$ cat src/rtl/instruction_fetch.sv
// Instruction fetch stage with IF/ID pipeline register.
// Drives the instruction memory address from the PC and picks the next PC.
// Next-PC priority: taken branch, then jump, then stall hold, then PC+4.
// Also slices the latched instruction into its decoded fields.
module instruction_fetch #(
  parameter logic [31:0] RESET_PC = 32'h0000_0000,
  parameter logic [31:0] NOP_WORD = 32'h0000_0000
) (
  input  logic        clk,
  input  logic        rst_n,
  input  logic        stall,
  input  logic        pcSrc,
  input  logic [31:0] branchTarget,
  input  logic        jump,
  output logic [31:0] imem_addr,
  input  logic [31:0] imem_data,
  output logic [31:0] pc,
  output logic [31:0] if_instr,
  output logic [31:0] if_pc4,
  output logic        if_valid,
  output logic [5:0]  op_code,
  output logic [4:0]  rs,
  output logic [4:0]  rt,
  output logic [4:0]  rd,
  output logic [4:0]  shamt,
  output logic [5:0]  funct,
  output logic [31:0] imm_ext,
  output logic [31:0] jumpTarget,
  output logic        misaligned
);

  logic [31:0] pcPlus4;
  logic        jumpTaken;
  logic        redirect;
  logic [31:0] nextPc;

  // Memory is read combinationally, so the fetch address is simply the PC.
  assign imem_addr = pc;

  // Sequential successor; wraps naturally modulo 2^32.
  assign pcPlus4 = pc + 32'd4;

  // A jump decoded from a bubble is meaningless, so only a valid IF/ID slot may redirect.
  assign jumpTaken = jump && if_valid;
  assign redirect  = pcSrc || jumpTaken;

  // Jump target is formed from the upper nibble of the jump's own PC+4.
  assign jumpTarget = {if_pc4[31:28], if_instr[25:0], 2'b00};

  // Next-PC selection; the branch belongs to an older instruction, so it beats the jump.
  always_comb begin
    nextPc = pcPlus4;
    if (pcSrc) begin
      nextPc = branchTarget;
    end else if (jumpTaken) begin
      nextPc = jumpTarget;
    end else if (stall) begin
      nextPc = pc;
    end
  end

  // PC register; a redirect always wins over a hazard stall.
  always_ff @(posedge clk or negedge rst_n) begin
    if (!rst_n) begin
      pc <= RESET_PC;
    end else begin
      pc <= nextPc;
    end
  end

  // IF/ID register: flush on redirect, hold on stall, otherwise capture the fetched word.
  always_ff @(posedge clk or negedge rst_n) begin
    if (!rst_n) begin
      if_instr <= NOP_WORD;
      if_pc4   <= 32'd0;
      if_valid <= 1'b0;
    end else if (redirect) begin
      if_instr <= NOP_WORD;
      if_pc4   <= pcPlus4;
      if_valid <= 1'b0;
    end else if (!stall) begin
      if_instr <= imem_data;
      if_pc4   <= pcPlus4;
      if_valid <= 1'b1;
    end
  end

  // Field decode is pure wiring off the latched instruction.
  assign op_code = if_instr[31:26];
  assign rs      = if_instr[25:21];
  assign rt      = if_instr[20:16];
  assign rd      = if_instr[15:11];
  assign shamt   = if_instr[10:6];
  assign funct   = if_instr[5:0];
  assign imm_ext = {{16{if_instr[15]}}, if_instr[15:0]};

  // Alignment is reported only; the PC still advances normally.
  assign misaligned = (pc[1:0] != 2'b00);

endmodule

$ cat config.mk
export PLATFORM = sky130hd
export DESIGN_NAME = instruction_fetch
export DESIGN_NICKNAME = d
export VERILOG_FILES = /design/src/rtl/instruction_fetch.sv
export SDC_FILE = /design/constraint.sdc
export NUM_CORES = 1
export LEC_CHECK = 0
export BUFFER_PORTS_ARGS = -buffer_cell sky130_fd_sc_hd__buf_4
export CORE_UTILIZATION = 42
export CTS_BUF_LIST = sky130_fd_sc_hd__clkbuf_4
export CTS_CLUSTER_SIZE = 8
export DETAILED_ROUTE_END_ITERATION = 6
export HOLD_SLACK_MARGIN = 0.05
export MAX_ROUTING_LAYER = met4
export PLACE_DENSITY_LB_ADDON = 0.3
export SETUP_SLACK_MARGIN = 0.3
export SLEW_MARGIN = 20
export SYNTH_ARGS = -nofsm -noshare
export SYNTH_HDL_FRONTEND = slang
export SYNTH_SLANG_ARGS = --single-unit
$ cat constraint.sdc
create_clock -name clk -period 2.4 [get_ports clk]
set_clock_uncertainty 0.1 [all_clocks]
set_input_delay 0.36 -clock clk [delete_from_list [all_inputs] [get_ports clk]]
set_output_delay 0.36 -clock clk [all_outputs]
set_load 0.02 [all_outputs]
After elaboration in Yosys (flattened, before gate mapping):

Cells that the tools add are included.

* eq/ne operators: 2
* reductions and logical operators: 3
* multiplexer cells: 8
* $add $sub $neg: 1

Operator list (number)
* two-way mux 32 bit: 6
* adder 32 x 3 -> 32 bit (second input constant): 1
* inequality test 3 x 1 -> 1 bit (second input constant): 1
* two-way mux 1 bit: 2
* inequality test 2 x 1 -> 1 bit (second input constant): 1
* nonzero test 2 bit: 1
* logical AND 1 bit: 1
* logical OR 1 bit: 1

* output and inout bits: 226
* register bits: 97
* logic and storage cells: 18
* input bits: 69

Longest topological paths before layout:

* depth after elaboration: 4
* gate-level depth with buffers: 7
* gate-level depth less buffers: 6

Worst setup path after synthesis:

OpenSTA, ideal clock, no wires.

* kind: register to register
* from: register pc[2] (netlist: imem_addr[2])
* to: register pc[30] (netlist: imem_addr[30])
* arrival time: 1.940 ns
* required time: 2.174 ns
* clock period less this slack: 2.166 ns
* stages on the path, launching flop included: 7
* buffers on the path: 0
* slack: 0.234 ns
* cells stage by stage: dfrtp_1 ha_1 nand3_1 nor2_2 nand4_1 and3_1 o32a_1

* word-level cells in the longest chain between the ends: 4

RTL lines
* start, declared: RTL line 17 `output logic [31:0] pc,`
* start signal, assigned: RTL line 67 `pc <= nextPc;`
* adder 32 x 3 -> 32 bit: RTL line 41 `assign pcPlus4 = pc + 32'd4;`
* two-way mux 32 bit: RTL line 57 `end else if (stall) begin`
* two-way mux 32 bit: RTL line 55 `end else if (jumpTaken) begin`
* two-way mux 32 bit: RTL line 53 `if (pcSrc) begin`

No other way between the ends. The select of a mux whose other input is x is not followed.
A chain may end at the register's enable or synchronous reset.

Final worst setup path:

* from: register pc[15] (netlist: imem_addr[15])
* to: register pc[29] (netlist: imem_addr[29])

Same word-level chain as after synthesis.

==> impl_results.md <==
- Status: complete, no violations
- Count leader, synth: buf_4
- GRT Residual Overflow: 0
- Number of global-route vias before repair: 5115
- Hold Path Class: in2reg
- Layout cells sized above 1: 43.3%
- Layout area overhead: 37.1%
- CTS Buf Count: 9
- Worst Path Required: between 2 and 3 ns
- Worst setup startpoint: imem_addr[15]$_DFFE_PN0N_
- First-pass GRT wire length: about 28000 microns
- DR DRC count: 0
- Row count: 43
- Final setup violation count: 0
- Leak: around 0.004 uW
- Setup TNS: 0 ns
- Netlist cell types: slightly above 60
- Synth Area per Inst: 9.11 sq um
- Final WL: 18500 microns
- Post-route ant nets: 0
- Max Transition Viols Final: 0
- Top post-synthesis cells by area: dfrtp_1, buf_4, mux2i_1
- Via count: 5443
- Power density over cell area: 569 nW/um^2
- Starting Density: 43.0%
- DIE HEIGHT: 121 microns
- FMAX: 481 MHz
- Data arrival time of the worst path: 2.34 ns
- I/O pin count: 295
- Post-synthesis adder-cell area fraction: 0.210%
- Period minus WS final: 2.08 ns
- Largest area contributor in the netlist: dfrtp_1
- Inst Count DP: 991
- H-tree depth: 3
- Fin. Hold Viols: 0
- Post-route insts no fill: 1061
- Crit end category: flop
- Simple-gate share of the synthesized area: ~17%
- Worst slew pin tran: roughly 0.63 ns
- Final core occ: 58.9%
- Fin nets: 946
- Synth async-reset ratio: 100%
- DRT iter0 DRCs: 349
- CTS Root Cell: clkbuf_4
- DP HPWL: 13300 microns
- Via density: ~5.1
- Die Area: 14700 sq um
- Yosys warns: 0
- Post-synthesis xor/xnor area fraction: 5.14%
- IO buf count: 292
- Clk slew on worst S/H paths: roughly 0.14 ns
- Hold_sp: imem_data[23]
- Overall Global Routing Usage: 25.2%
- Startpoint types: flop
- CTS tree: built
- GP Congestion: roughly 0.86
- Max cap viols: 0
- WL per Instance: 17.4 microns
- Largest family of logic cells by synthesized area: buffers and inverters
- Core ar.: 13900 sq um
- VDD IR-drop max: approximately 260 uV
- Crit Path Class: reg2reg
- Synth top area share: 40.7%
- Post-synth EDFFs: 0
- Comb pwr share: about 39%
- Clock power frac: 16.8%
- R2R Setup Slk: 0.32 ns
- Slew HR: 57.9%
- Die width: 121 microns
- Clock tree sinks: 97
- NetSw: 1780 uW
- Post-synthesis compound-gate area fraction: 11.6%
- Dpl cell area: about 7500 sq um
- Post-synthesis mux area share: 5.92%
- Share of power burned in registers: 44.4%
- Most used DFF post-synth: dfrtp_1
- Fill cells: 1220
- Router iterations before antenna repair: 5
- Design area: 8180 sq um
- Synth Cell Area: 5960 sq um
- CTS max path bufs: 2
- Pin count of the biggest net entering global routing: 56
- Clk Latency, worst-skew pair: roughly 0.47 ns
- Cell Int Power: 2870 uW
- Final period util: 86.5%
- Sequential share of the synthesized area: 40.7%
- Reg2reg start: imem_addr[15]$_DFFE_PN0N_
- Critical path peak fanout: 9
- RSZ-0062 raised after global routing: true
- Seq cells post-synth: 97
- Initial antenna violation count: 0
- Syn Inst Count: 655
- Switching power share of the total: 38.3%
- Top cells by count, synth: buf_4, dfrtp_1, nor2_1
- Total Power: 4650 uW
## worst paths after layout
path / cells past startpoint / to
worst max-delay path: 5 / imem_addr[29]$_DFFE_PN0N_
worst min-delay path: 3 / if_instr[23]$_DFFE_PN0P_
worst max register to register: 5 / imem_addr[29]$_DFFE_PN0N_
worst min register to register: 2 / if_pc4[11]$_DFFE_PN0P_
max in group asynchronous: 3 / imem_addr[18]$_DFFE_PN0N_
min in group asynchronous: 2 / imem_addr[0]$_DFFE_PN0P_
## cells in the final DEF (no fill, tap or decap), drive strengths merged, types with 2 or more instances in the layout
cell type      n
nor4           3
or2            2
nor3          15
a21oi         43
nand2b         2
xor2          14
nand4         10
a221oi         4
xnor2         21
clkbuf        13
o31ai          3
clkinv         4
nor3b          4
nor2          71
mux2           2
inv            9
dlygate4sd3   43
a211oi         5
o221ai         3
dfrtp         97
or4            2
a22o           2
a311oi         3
o32a           5
and3           6
buf          327
and4           2
nand2         64
conb           2
nand3         16
o21ai         30
and2           4
mux2i         33
## kinds of logic (layout without fill, tap and decap cells)
group | count (synthesis) | after routing
flip-flops | 97 | 97
AO/OA/AOI/OAI | 110 | 110
adder cells (fa/ha/maj) | 1 | 1
other | 1 | 3
AND/OR/NAND/NOR | 203 | 204
XOR/XNOR | 35 | 35
multiplexers | 35 | 35
buffers and inverters | 173 | 396
## registers in the layout, summed over array words and instances, names as in the netlist
signal	cells
imem_addr	32
if_pc4	32
if_instr	32
if_valid	1
## power by group through the flow
stage | Combinational, uW | Sequential (uW) | Clock (uW)
floorplan | 881 | 2260 | 0
global route | 1920 | 2100 | 856
finish | 1800 | 2070 | 782
global placement | 1700 | 2070 | 0
detailed placement | 1710 | 2090 | 0
CTS | 1770 | 2060 | 789
## stage by stage
| stage | hold slack [ns] | worst slack (ns) |
|---|---|---|
| final | 0.0535 | 0.323 |
| after global placement | 0.201 | 0.225 |
| after CTS | 0.0504 | 0.309 |
| after global routing | 0.0512 | 0.255 |
| after detailed placement | 0.212 | 0.164 |
| after floorplan | -0.0356 | 0.300 |
## metal layers
layer / global-route usage, % / vias up / part of all wire, %
met2: 40.0 / 215 / 49
met1: 32.1 / 2651 / 41
met3: 5.08 / 38 / 6.9
met4: 8.95 / 0 / 2.4
met5: - / - / 0
li1: - / 2539 / -
## area by class of cell
cell class              count  area [sq um]  area share [%]
diodes                      1          2.50          0.0306
flip-flops and latches     97          2440            29.9
clock inverters             2          7.51          0.0918
inverters                  11          41.3           0.505
repair buffers            370          2910            35.6
clock buffers              13          97.6            1.19
well taps                 180           225            2.75
multi-input cells         387          2450            30.0
## worst max-delay path, stage by stage (launching register included)
cell and delay [ns]:
dfrtp_2 0.51, nand4_2 0.22, nor4_4 0.39, nand4b_1 0.22, and3_1 0.23, o32a_1 0.32
## repair_timing
action | in CTS | in global routing
gates resized for setup | 4 | 10
hold buffers | 41 | 2
pin swaps | 1 | 2
buffers inserted | 2 | 8
gates cloned | 0 | 1
endpoints found under the hold margin | 65 | 2
endpoints found under the setup margin | 17 | 20
Power figures use the tool's default switching activity.
